[config.mk]
export PLATFORM = sky130hd
export DESIGN_NAME = prog_loader
export DESIGN_NICKNAME = d
export VERILOG_FILES = /design/src/rtl/prog_loader_pkg.sv /design/src/rtl/prog_loader_timeout.sv /design/src/rtl/prog_loader.sv
export SDC_FILE = /design/constraint.sdc
export NUM_CORES = 1
export LEC_CHECK = 0
export ABC_AREA = 1
export ABC_CLOCK_PERIOD_IN_PS = 3800
export CAP_MARGIN = 15
export CORE_MARGIN = 3
export CORE_UTILIZATION = 35
export CTS_BUF_LIST = sky130_fd_sc_hd__clkbuf_16
export DETAILED_ROUTE_END_ITERATION = 8
export GPL_ROUTABILITY_DRIVEN = 0
export SLEW_MARGIN = 20
export SYNTH_ARGS = -nofsm -noshare
export SYNTH_HDL_FRONTEND = slang
export SYNTH_SLANG_ARGS = --single-unit
[constraint.sdc]
create_clock -name clk -period 3.8 [get_ports clk]
set_clock_uncertainty 0.2 [all_clocks]
set_input_delay 1.14 -clock clk [delete_from_list [all_inputs] [get_ports clk]]
set_output_delay 1.14 -clock clk [all_outputs]
set_load 0.005 [all_outputs]
[src/rtl/prog_loader_pkg.sv]
// Shared types and constants for the instruction-memory loader.
package prog_loader_pkg;

    typedef enum logic [2:0] {
        StIdle,
        StCnt,
        StHi,
        StLo,
        StWr,
        StChk,
        StDone
    } state_e;

    localparam int unsigned ADDR_W_DEF      = 8;
    localparam int unsigned TIMEOUT_CYC_DEF = 1000000;

    // A count byte of this value requests a full-depth (2**ADDR_W word) program.
    localparam logic [7:0] CNT_BYTE_FULL_DEPTH = 8'h00;

endpackage

[src/rtl/prog_loader_timeout.sv]
// Inter-byte idle counter: cleared on demand, counts while run is high, flags the last idle cycle.
module prog_loader_timeout #(
    parameter int unsigned LIMIT = 16,
    parameter int unsigned CNT_W = 20
) (
    input  logic clk,
    input  logic rst_n,
    input  logic clear,
    input  logic run,
    output logic expired
);

    logic [CNT_W-1:0] cnt_q;

    always_ff @(posedge clk or negedge rst_n) begin
        if (!rst_n) begin
            cnt_q <= '0;
        end else if (clear) begin
            cnt_q <= '0;
        end else if (run) begin
            cnt_q <= cnt_q + CNT_W'(1);
        end
    end

    // Fires on the idle cycle whose edge brings the count to LIMIT, so the abort
    // lands on that same edge and no further byte is accepted.
    assign expired = run && (cnt_q == CNT_W'(LIMIT - 1));

endmodule

[src/rtl/prog_loader.sv]
// Framed byte-stream loader for the CPU instruction memory (count byte, then 16-bit words, MSB first).
// Define LOADER_CHECKSUM_EN to require a trailing XOR check byte before done.
module prog_loader
    import prog_loader_pkg::*;
#(
    parameter int unsigned ADDR_W      = ADDR_W_DEF,
    parameter int unsigned TIMEOUT_CYC = TIMEOUT_CYC_DEF,
    parameter int unsigned TO_W        = 20
) (
    input  logic              clk,
    input  logic              rst_n,
    input  logic              start,
    input  logic              byte_valid,
    input  logic [7:0]        byte_data,
    output logic              byte_ready,
    output logic [15:0]       instr_data,
    output logic [ADDR_W-1:0] instr_addr,
    output logic              instr_wen,
    output logic              cpu_hold,
    output logic              done,
    output logic              err
);

    localparam int unsigned REM_W = ((ADDR_W > 8) ? ADDR_W : 8) + 1;

    state_e            state_q, state_d;
    logic              byte_ready_q, instr_wen_q, cpu_hold_q, done_q, err_q;
    logic [15:0]       instr_data_q;
    logic [ADDR_W-1:0] instr_addr_q;
    logic [REM_W-1:0]  remaining_q;
    logic              xfer;
    logic              to_expired;
`ifdef LOADER_CHECKSUM_EN
    logic [7:0]        csum_q;
`endif

    assign xfer = byte_valid && byte_ready_q;

    prog_loader_timeout #(
        .LIMIT (TIMEOUT_CYC),
        .CNT_W (TO_W)
    ) u_timeout (
        .clk     (clk),
        .rst_n   (rst_n),
        .clear   (!byte_ready_q || xfer),
        .run     (byte_ready_q && !xfer),
        .expired (to_expired)
    );

    always_comb begin
        state_d = state_q;
        unique case (state_q)
            StIdle: if (start) state_d = StCnt;
            StCnt:  if (xfer)  state_d = StHi;
            StHi:   if (xfer)  state_d = StLo;
            StLo:   if (xfer)  state_d = StWr;
            StWr: begin
                if (remaining_q == REM_W'(1)) begin
`ifdef LOADER_CHECKSUM_EN
                    state_d = StChk;
`else
                    state_d = StDone;
`endif
                end else begin
                    state_d = StHi;
                end
            end
`ifdef LOADER_CHECKSUM_EN
            StChk:  if (xfer) state_d = (byte_data == csum_q) ? StDone : StIdle;
`endif
            StDone: state_d = StIdle;
            default: state_d = StIdle;
        endcase
        if (to_expired) state_d = StIdle;
    end

    always_ff @(posedge clk or negedge rst_n) begin
        if (!rst_n) begin
            state_q      <= StIdle;
            byte_ready_q <= 1'b0;
            instr_wen_q  <= 1'b0;
            cpu_hold_q   <= 1'b0;
            done_q       <= 1'b0;
            err_q        <= 1'b0;
            instr_data_q <= '0;
            instr_addr_q <= '0;
            remaining_q  <= '0;
`ifdef LOADER_CHECKSUM_EN
            csum_q       <= '0;
`endif
        end else begin
            state_q      <= state_d;
            // Outputs are decoded from the next state so they align with the state register.
            byte_ready_q <= state_d inside {StCnt, StHi, StLo, StChk};
            instr_wen_q  <= (state_d == StWr);
            cpu_hold_q   <= (state_d != StIdle);
            done_q       <= (state_d == StDone);

            unique case (state_q)
                StIdle: begin
                    if (start) begin
                        err_q        <= 1'b0;
                        instr_addr_q <= '0;
                    end
                end
                StCnt: begin
                    if (xfer) begin
                        remaining_q <= (byte_data == CNT_BYTE_FULL_DEPTH) ?
                                       REM_W'(1 << ADDR_W) : REM_W'(byte_data);
`ifdef LOADER_CHECKSUM_EN
                        csum_q      <= byte_data;
`endif
                    end
                end
                StHi: begin
                    if (xfer) begin
                        instr_data_q[15:8] <= byte_data;
`ifdef LOADER_CHECKSUM_EN
                        csum_q             <= csum_q ^ byte_data;
`endif
                    end
                end
                StLo: begin
                    if (xfer) begin
                        instr_data_q[7:0] <= byte_data;
`ifdef LOADER_CHECKSUM_EN
                        csum_q            <= csum_q ^ byte_data;
`endif
                    end
                end
                StWr: begin
                    instr_addr_q <= instr_addr_q + ADDR_W'(1);
                    remaining_q  <= remaining_q - REM_W'(1);
                end
`ifdef LOADER_CHECKSUM_EN
                StChk: begin
                    if (xfer && (byte_data != csum_q)) err_q <= 1'b1;
                end
`endif
                default: ;
            endcase

            if (to_expired) err_q <= 1'b1;
        end
    end

    assign byte_ready = byte_ready_q;
    assign instr_data = instr_data_q;
    assign instr_addr = instr_addr_q;
    assign instr_wen  = instr_wen_q;
    assign cpu_hold   = cpu_hold_q;
    assign done       = done_q;
    assign err        = err_q;

endmodule

# --- Word-level counts from Yosys, hierarchy flattened ---
# Index checks and enable logic that the tools add are counted.
word_totals:
  regBits: 61
  inputBits: 12
  wordCells: 65
classes:
  addsub: 3
  eq_ne: 14
  n_mux: 17
  n_reduce_logical: 20
ops:
  columns: ["op", "count"]
  rows:
  - ["two-way mux 20 bit", 2]
  - ["adder 20 x 1 -> 20 bit, second input constant", 1]
  - ["equality test 20 bit, second input constant", 1]
  - ["two-way mux 3 bit", 6]
  - ["two-way mux 9 bit", 2]
  - ["case mux 9 bit (2 select lines)", 1]
  - ["case mux 8 bit (2 select lines)", 1]
  - ["case mux 3 bit (5 select lines)", 1]
  - ["equality test 3 x 2 -> 1 bit, second input constant", 4]
  - ["equality test 3 bit, second input constant", 4]
  - ["AND reduction 2 bit", 5]
  - ["nonzero test 2 bit", 5]
  - ["equality test 9 x 1 -> 1 bit, second input constant", 1]
  - ["subtractor 9 x 1 -> 9 bit, second input constant", 1]
  - ["adder 8 x 1 -> 8 bit, second input constant", 1]
  - ["zero test 8 bit", 1]
  - ["two-way mux 8 bit", 1]
  - ["equality test 3 x 1 -> 1 bit, second input constant", 2]
  - ["inequality test 2 bit, second input constant", 2]
  - ["nonzero test 4 bit", 1]
  - ["logical AND 1 bit", 3]
  - ["zero test 3 bit", 1]
  - ["two-way mux 1 bit", 3]
  - ["nonzero test 3 bit", 1]
  - ["2 further kinds", 3]

# --- Depth between registers and ports, before layout ---
# Gate-level depths: netlist (run 1).
logic_depth:
  word_depth: 7
  mapped_depth: 8

# --- By module ---
# From an unflattened synthesis (run 1), not the netlist that was laid out.
hier_totals:
  hier_cells: 405
  area_unflattened_um2: 3220.6
modules_own_cells:
  columns: ["mod", "instances", "cells_per_inst", "area_per_inst_um2", "seq_area_each_um2"]
  rows:
  - ["prog_loader", 1, 239, 2005.7, 1026.0]
  - ["prog_loader_timeout", 1, 166, 1214.9, 500.5]

# --- Worst setup path before layout (run 1) ---
# Ideal clock, no wire load.
synth_timing:
  path_kind: "input to register"
  start: "input port byte_valid"
  end: "register instr_data_q[5] (netlist: instr_data[5])"
  setup_time_ps: 121
  t_arrival_ps: 1801
  path_slack_ps: 1678
  cell_stages: 6
  path_buffers: 1
  cell_sequence: "nand2_1 -> nor3_2 -> inv_2 -> buf_6 -> nand2_1 -> o21ai_1"
synth_between:
  elab_chain_cells: 2
synth_lines:
  columns: ["element", "line", "source"]
  rows:
  - ["from (decl)", "prog_loader.sv:13", "input logic byte_valid,"]
  - ["logical AND 1 bit", "prog_loader.sv:37", "assign xfer = byte_valid && byte_ready_q;"]
  - ["AND reduction 2 bit (no source line)", null, null]
  - ["to (signal assigned)", "prog_loader.sv:125", "instr_data_q[7:0] <= byte_data;"]
  - ["to (decl)", "prog_loader.sv:28", "logic [15:0] instr_data_q;"]
# No other way between the ends.
# A chain may end at the register's enable or synchronous reset.

# --- Worst setup path after layout (run 1) ---
layout_timing:
  start: "input port byte_valid"
  end: "register byte_ready_q (netlist: byte_ready)"
layout_between:
  elab_chain_cells: 7
  word_cells_on_any_way: 14
  classes_between: "eq/ne (4); mux (5); reduce/logical (5)"
layout_lines:
  columns: ["element", "line", "source"]
  rows:
  - ["logical AND 1 bit (*)", "prog_loader.sv:37", null]
  - ["branches (longest 3 deep; another with case mux 3 bit (5 select lines))", null, null]
  - ["two-way mux 3 bit (*)", "prog_loader.sv:74", "if (to_expired) state_d = StIdle;"]
  - ["equality test 3 x 1 -> 1 bit (tied with other cells)", "prog_loader.sv:94", "byte_ready_q <= state_d inside {StCnt, StHi, StLo, StChk};"]
  - ["nonzero test 4 bit (*)", "prog_loader.sv:94", null]
  - ["to (signal assigned)", "prog_loader.sv:94", null]
  - ["to (decl)", "prog_loader.sv:27", "logic byte_ready_q, instr_wen_q, cpu_hold_q, done_q, err_q;"]
# Every way passes the cells marked *.

==> metrics.yaml, run 1 <==
drt:
  via_count: 2767
  firstDrtPassIters: 4
  drc_errors: 0
  drt_iter0_drc: 136
  wl_per_cell_um: 12.9
  via_per_inst: 4.94
  antenna_left: 0
  routed_wl_mm: 7.25
setup_path:
  crit_type: "input port to flop"
  reg2reg_setup_slack_ns: 2.12
  crit_arrival_ns: 2.68
  endpoint_kind: "flop"
  worstPathRequired_ns: 3.86
  r2r-end: "cpu_hold"
  r2r_cells: 6
  worst_setup_path_start_kind: "input port"
  path_max_fanout: 17
  rr_startpoint: "byte_ready"
cells_and_area:
  multi_input_area_um2: 1340
  layout_commonest_cell: "nand2_1"
  fin_util: 0.469
  antenna_cells: 0
  seq_area_um2: 1530
  final_cell_mix: "nand2_1 (82), nor2_1 (64), dfrtp_1 (61)"
  fin_area_um2: 3950
  area_growth_pct: 26.8
  drive_gt1_frac: 0.0901
  nNetsFinal: 466
  nFillCells: 822
die:
  die_area_um2: 10100
  die_h_um: 100
  io_pins: 41
  core_um2: 8420
  fp-row-count: 33
  fp.dieW_um: 100
  start_util: 0.369
timing:
  finalMaxSlewViolations: 0
  setup_viol: 0
  fin_crit_sh: 0.691
  timing.hold.ws_ns: 0.261
  rsz0062_at_grt: "false"
  tightest_slew_ns: 0.720
  fmax_ghz: 0.381
  slew_headroom: 0.520
  setup_tns_ns: 0
  hold_violations: 0
  period_needed_ns: 2.62
grt:
  track_usage: 0.158
  grt_pass1_wl_mm: 12.8
  grt_max_degree: 32
  antenna_found_initial: 0
  grt_pass1_vias: 2742
  grt_overflow: 0
synth:
  ys_ff_latch: 61
  synth_seq_area_share: 0.491
  synthesis.instances: 401
  syn_area_per_cell_um2: 7.76
  yosys_warnings: 0
  ys_types: 30
  syn-num-nets: 417
  syn-cell-area_um2: 3110
run_status:
  outcome: "completed"
hold_path:
  min_path_cells: 1
  min_from: "u_timeout.cnt_q[0]"
  min_path_type: "flop to flop"
  min_to: "u_timeout.cnt_q[0]"
clock_network:
  cts_num_sinks: 61
  clockRootBuffer: "clkbuf_16"
  clock_latency_ns: 0.32
  cts_max_path_buffers: 2
  clkTransAtPathRegs_ns: 0.05
  htreeDepth: 3
  cts_setup_buffers: 0
  cts_hold_buf: 0
  cts.repair.resized: 0
  cts_tree: "yes"
  cts_buffers: 9
power:
  p_per_area_nw_per_um2: 643
  p_leak_nw: 1.74
  irDropWorstVdd_v: 0.000248
placement:
  hpwlAfterDp_mm: 5.40
  placement.io_buffers: 40
  post_dp_cell_area_um2: 3630
flow_run:
  maxCapViolations: 0
## worst max-delay path by stage
stage	from	cells after the start	end	slack, ns
final	byte_valid	7	byte_ready	1.18
after global routing	byte_valid	7	byte_ready	1.04
after CTS	instr_addr[2]	1	instr_addr[2]	1.18
after detailed placement	byte_valid	7	byte_ready	0.89
after global placement	byte_valid	7	byte_ready	0.92
after floorplan	byte_valid	6	instr_data[5]	1.68
## through the flow
step	power [mW]	instances	setup slack, ns
after CTS	2.56	560	1.18
after detailed placement	1.69	544	0.893
after global placement	1.68	544	0.923
after global routing	2.70	560	1.04
after floorplan	1.35	401	1.68
final	2.54	560	1.18
## routing by layer
| metal | track usage | vias up | part of all wire |
|---|---|---|---|
| li1 | - | 1408 | - |
| met1 | 0.210 | 1291 | 0.47 |
| met2 | 0.254 | 53 | 0.47 |
| met3 | 0.0445 | 15 | 0.041 |
| met4 | 0.0415 | 0 | 0.019 |
| met5 | 0 | - | 0 |
## flip-flops by register name, indices dropped and copies added (netlist names)
| name | flops |
|---|---|
| state_q | 3 |
| remaining_q | 9 |
| instr_addr | 8 |
| cpu_hold | 1 |
| instr_wen | 1 |
| instr_data | 16 |
| byte_ready | 1 |
| err | 1 |
| done | 1 |
| u_timeout.cnt_q | 20 |
## cell type report
class	instances	area share
flip-flops and latches	61	0.387
clock inverters	7	0.0231
well taps	105	0.0333
repair buffers	43	0.106
multi-input cells	279	0.341
clock buffers	9	0.0571
inverters	56	0.0533
## power by group
group          switching, mW  leakage (nW)  total [mW]  internal [mW]
clock network          0.290         0.161       0.860          0.571
registers              0.118         0.801       0.932          0.815
logic                  0.403         0.780       0.745          0.342
## kinds of logic after synthesis
| group | share of synthesized area |
|---|---|
| AOI/OAI and AO/OA | 0.110 |
| xor gates and xnor gates | 0.00845 |
| adders and majority gates | 0.0161 |
| buffers and inverters | 0.0776 |
| DFF | 0.491 |
| and+or+nand+nor | 0.297 |
## critical path, cell delays in order
cell             delay, ns
clkdlybuf4s50_1       0.51
nand2_1               0.15
inv_2                 0.12
nand3_2               0.29
o211ai_1              0.27
nand3_1               0.12
nand2_1               0.08
## cells in the mapped netlist
cell      count  area, um^2
a21oi_1      17        85.1
a22o_1        1        8.76
a22oi_1       1        7.51
a31oi_1       1        6.26
and3_1        1        6.26
buf_2         4        20.0
buf_6         1        11.3
clkinv_1      1        3.75
dfrtp_1      61        1530
ha_1          4        50.1
inv_1        48         180
inv_2         7        26.3
nand2_1      82         308
nand2_2       4        25.0
nand3_1      29         145
nand3_2       3        30.0
nand4_1       7        43.8
nor2_1       64         240
nor2_2        3        18.8
nor2_4        3        33.8
nor3_1        8        40.0
nor3_2        2        20.0
nor3b_1       1        7.51
nor4_1        1        6.26
o211ai_1      5        37.5
o21ai_0      11        55.1
o21ai_1      26         130
o22ai_1       2        12.5
xnor2_1       1        8.76
xor2_1        2        17.5
Power figures use the tool's default switching activity.
==> inputs of run 2 (changes only) <==
--- a/config.mk
+++ b/config.mk
@@ -6,7 +6,7 @@
 export NUM_CORES = 1
 export LEC_CHECK = 0
 export ABC_AREA = 1
-export ABC_CLOCK_PERIOD_IN_PS = 3800
+export ABC_CLOCK_PERIOD_IN_PS = 2300
 export CAP_MARGIN = 15
 export CORE_MARGIN = 3
 export CORE_UTILIZATION = 35
==> constraint.sdc (replaced) <==
create_clock -name clk -period 2.3 [get_ports clk]
set_clock_uncertainty 0.2 [all_clocks]
set_input_delay 0.69 -clock clk [delete_from_list [all_inputs] [get_ports clk]]
set_output_delay 0.69 -clock clk [all_outputs]
set_load 0.005 [all_outputs]
==> run 2 against run 1 <==
Compared with the run above:
- first-iteration DRC count grew 0.74%
- via count is 0.65% lower
- combinational power rose by 76%
- die area unchanged
- setup slack got worse by 1.0 ns
- cell area grew 1.4%
- final cell count rose by 1.1%
- clock power is 65% higher
- critical path type is now flop to primary output
- clock-buffer cell count unchanged
- critical path depth shrank 6
- sequential share of layout area decreased by 0.54 points
- sequential cell count did not move
==> metrics.yaml, run 2 (synthesis results as in run 1) <==
timing:
  setup_tns_ns: 0
  period_needed_ns: 2.17
  slew_headroom: 0.715
  setup_viol: 0
  finalMaxSlewViolations: 0
  fin_ws_ns: 0.133
  tightest_slew_ns: 0.426
  rsz0062_at_grt: "false"
  hold_violations: 0
  fmax_ghz: 0.462
  fin_crit_sh: 0.942
grt:
  grt_pass1_wl_mm: 12.5
  antenna_found_initial: 0
  track_usage: 0.155
  grt_pass1_vias: 2532
  grt_max_degree: 62
  grt_overflow: 0
power:
  p_leak_nw: 1.77
  power.internal_mw: 2.90
  p_per_area_nw_per_um2: 1070
  p_sw_frac: 0.323
  p_sw_mw: 1.38
  p_comb_frac: 0.305
  pwr-share-seq: 0.362
  irDropWorstVdd_v: 0.000430
  clockPowerShare: 0.332
setup_path:
  path_buf_inv: 1
  r2r_cells: 6
  cp.depth: 1
  crit_arrival_ns: 1.28
  path_delay_family: "buffers and inverters"
  worstPathRequired_ns: 1.41
  endpoint_kind: "primary output"
  worst_setup_path_start_kind: "flop"
  path_max_fanout: 5
  slowest_stage: "clkdlybuf4s50_1"
  crit_type: "flop to primary output"
  reg2reg_setup_slack_ns: 0.55
  cpPeakStageDelay_ns: 0.54
  crit_chain: "clkdlybuf4s50_1"
cells_and_area:
  final_cells: 566
  layout_commonest_cell: "nand2_1"
  antenna_cells: 0
  nFillCells: 824
  final_cell_mix: "nand2_1 (82), nor2_1 (64), dfrtp_1 (61)"
  nNetsFinal: 472
  area_growth_pct: 28.6
  drive_gt1_frac: 0.102
  largest_reg_flops: 20
  fin_util: 0.475
  largest_register: "u_timeout.cnt_q"
drt:
  antenna_left: 0
  wl_per_cell_um: 13.2
  drc_errors: 0
  drt_iter0_drc: 137
  via_count: 2749
  via_per_inst: 4.86
  firstDrtPassIters: 4
  routed_wl_mm: 7.46
die:
  die_h_um: 100
  io_pins: 41
  core_um2: 8420
  die_area_um2: 10100
  start_util: 0.369
  fp-row-count: 33
  fp.dieW_um: 100
clock_network:
  clkTransAtPathRegs_ns: 0.05
  cts_buffers: 9
  cts_max_path_buffers: 2
  clock_latency_ns: 0.33
  cts_num_sinks: 61
  clockRootBuffer: "clkbuf_16"
  cts_tree: "yes"
  cts_setup_buffers: 0
  cts_hold_buf: 0
  cts.repair.resized: 0
  htreeDepth: 3
placement:
  hpwlAfterDp_mm: 5.43
  pre_cts_ws_ns: 0.0305
  placement.io_buffers: 40
  placed_cells: 550
run_status:
  outcome: "completed"
flow_run:
  maxCapViolations: 0
hold_path:
  min_path_type: "input port to async pin"
[run 2: per-stage QoR]
step | power, mW | hold WS, ns | instance area, um^2
finish | 4.28 | 0.168 | 4000
global route | 4.54 | 0.203 | 4000
CTS | 4.32 | 0.182 | 4000
detailed placement | 2.87 | 0.255 | 3690
global placement | 2.83 | 0.243 | 3690
floorplan | 2.23 | 0.194 | 3110
[run 2: area by class of cell]
type                    instances  area [um^2]  share of cell area
clock buffers                   9          225              0.0563
inverters                      56          210              0.0525
well taps                     105          131              0.0328
clock inverters                 7         90.1              0.0225
repair buffers                 49          475               0.119
multi-input cells             279         1340               0.336
flip-flops and latches         61         1530               0.381
[run 2: layer usage]
| layer | vias up | global-route usage | part of all wire | routed length (um) |
|---|---|---|---|---|
| li1 | 1410 | - | - | - |
| met1 | 1282 | 0.210 | 0.48 | 3550 |
| met2 | 48 | 0.245 | 0.47 | 3500 |
| met3 | 9 | 0.0382 | 0.045 | 335 |
| met4 | 0 | 0.0477 | 0.0095 | 71 |
| met5 | - | 0 | 0 | 0 |
[run 2: path summary, 6_finish.rpt]
check / end / startpoint
setup / recovery: instr_addr[0] / instr_addr[0]
hold / removal: instr_data[14] / rst_n
setup reg to reg: remaining_q[6] / state_q[1]
hold reg to reg: u_timeout.cnt_q[0] / u_timeout.cnt_q[0]
max in group asynchronous: instr_addr[0] / rst_n
min in group clk: u_timeout.cnt_q[0] / u_timeout.cnt_q[0]
[run 2: power groups by stage]
stage	clock (mW)	sequential, mW	combinational, mW
global placement	0	1.55	1.28
global route	1.50	1.58	1.46
finish	1.42	1.55	1.31
floorplan	0	1.53	0.701
detailed placement	0	1.56	1.31
CTS	1.46	1.55	1.32
==> inputs of run 3 (changes only) <==
--- a/config.mk
+++ b/config.mk
@@ -13,7 +13,7 @@
 export CTS_BUF_LIST = sky130_fd_sc_hd__clkbuf_16
 export DETAILED_ROUTE_END_ITERATION = 8
 export GPL_ROUTABILITY_DRIVEN = 0
-export SLEW_MARGIN = 20
+export GPL_TIMING_DRIVEN = 0
 export SYNTH_ARGS = -nofsm -noshare
 export SYNTH_HDL_FRONTEND = slang
 export SYNTH_SLANG_ARGS = --single-unit
==> run 3 against run 2 <==
Compared with the run above:
- cell area down 2.2%
- critical path type unchanged
- highest routed layer unchanged
- wire length shrank 2.2%
- combinational power shrank 5%
==> metrics.yaml, run 3 (synthesis results as in run 1) <==
clock_network:
  cts_buffers: 9
  clockRootBuffer: "clkbuf_16"
  cts_tree: "yes"
  cts_setup_buffers: 0
  cts_num_sinks: 61
  cts_hold_buf: 0
  htreeDepth: 3
  clkTransAtPathRegs_ns: 0.05
  cts_max_path_buffers: 2
  cts.repair.resized: 0
  clock_latency_ns: 0.32
grt:
  track_usage: 0.159
  grt_pass1_vias: 2676
  antenna_found_initial: 0
  grt_max_degree: 38
  grt_overflow: 0
  grt_pass1_wl_mm: 12.9
timing:
  fin_crit_sh: 0.940
  timing.hold.ws_ns: 0.164
  setup_viol: 0
  fin_ws_ns: 0.138
  period_needed_ns: 2.16
  setup_tns_ns: 0
  finalMaxSlewViolations: 0
  slew_headroom: 0.608
  rsz0062_at_grt: "false"
  tightest_slew_ns: 0.587
  fmax_ghz: 0.463
  hold_violations: 0
power:
  clockPowerShare: 0.297
  p_sw_frac: 0.335
  p_leak_nw: 1.72
  p_per_area_nw_per_um2: 1010
  pwr-share-seq: 0.387
  power.internal_mw: 2.63
  p_sw_mw: 1.32
  irDropWorstVdd_v: 0.000353
  p_comb_frac: 0.316
run_status:
  outcome: "completed"
placement:
  hpwlAfterDp_mm: 5.53
  placement.io_buffers: 40
  pre_cts_ws_ns: -0.102
die:
  fp.dieW_um: 100
  core_um2: 8420
  die_h_um: 100
  io_pins: 41
  start_util: 0.369
  fp-row-count: 33
  die_area_um2: 10100
drt:
  antenna_left: 0
  firstDrtPassIters: 4
  drt_iter0_drc: 134
  wl_per_cell_um: 13.0
  via_count: 2782
  routed_wl_mm: 7.30
  via_per_inst: 4.95
  drc_errors: 0
flow_run:
  maxCapViolations: 0
setup_path:
  worst_setup_path_start_kind: "flop"
  crit_type: "flop to primary output"
  crit_arrival_ns: 1.27
  path_max_fanout: 5
  endpoint_kind: "primary output"
  crit_chain: "clkdlybuf4s50_1"
  slowest_stage: "clkdlybuf4s50_1"
  path_buf_inv: 1
  path_delay_family: "buffers and inverters"
  cpPeakStageDelay_ns: 0.53
  worstPathRequired_ns: 1.41
cells_and_area:
  final_cell_mix: "nand2_1 (82), nor2_1 (64), dfrtp_1 (61)"
  nNetsFinal: 469
  drive_gt1_frac: 0.0919
  multi_input_area_um2: 1340
  antenna_cells: 0
  nFillCells: 863
  fin_util: 0.465
  largest_reg_flops: 20
  seq_area_um2: 1530
  area_growth_pct: 25.9
  layout_commonest_cell: "nand2_1"
  largest_register: "u_timeout.cnt_q"
hold_path:
  min_path_type: "input port to async pin"
run 3: changes by cell type in the layout (fill, tap and decap cells not counted):
| cell | delta |
|---|---|
| buf_4 | -8 |
| buf_6 | +1 |
| clkinv_4 | -1 |
| inv_1 | +1 |
| bufinv_16 | -2 |
| buf_2 | +4 |
| clkinvlp_4 | +1 |
run 3: path summary, 6_finish.rpt:
kind	startpoint	endpoint	slack (ns)	depth (start not counted)
min in group clk	u_timeout.cnt_q[0]	u_timeout.cnt_q[0]	0.26	1
worst min register to register	u_timeout.cnt_q[0]	u_timeout.cnt_q[0]	0.26	1
max in group asynchronous	rst_n	u_timeout.cnt_q[3]	1.13	2
worst min-delay path	rst_n	instr_data[13]	0.16	1
worst max register to register	u_timeout.cnt_q[0]	u_timeout.cnt_q[18]	0.65	8
worst max-delay path	instr_addr[2]	instr_addr[2]	0.14	1
run 3: area by class of cell:
type | count | share of cell area
tap | 105 | 0.0335
inverter | 56 | 0.0537
multi-input combinational | 279 | 0.343
buffer | 5 | 0.00799
sequential | 61 | 0.390
clock inverter | 6 | 0.00831
timing repair buffer | 41 | 0.106
clock buffer | 9 | 0.0575
run 3: power by group through the flow:
stage | sequential [mW] | clock, mW | combinational [mW]
5_1_grt | 1.57 | 1.26 | 1.41
3_3_place_gp | 1.54 | 0 | 1.24
3_5_place_dp | 1.55 | 0 | 1.26
2_1_floorplan | 1.53 | 0 | 0.701
4_1_cts | 1.53 | 1.20 | 1.27
6_report | 1.53 | 1.18 | 1.25
run 3: per-stage QoR:
stage	area (um^2)	instances	total power, mW
after floorplan	3110	401	2.23
after global placement	3640	546	2.78
after detailed placement	3660	547	2.81
after CTS	3920	562	3.99
after global routing	3920	562	4.23
final	3920	562	3.95
run 3: metal layers:
metal,share of wire,track usage
met3,0.044,0.0354
met4,0.014,0.0549
met2,0.46,0.251
met1,0.48,0.217
met5,0,0
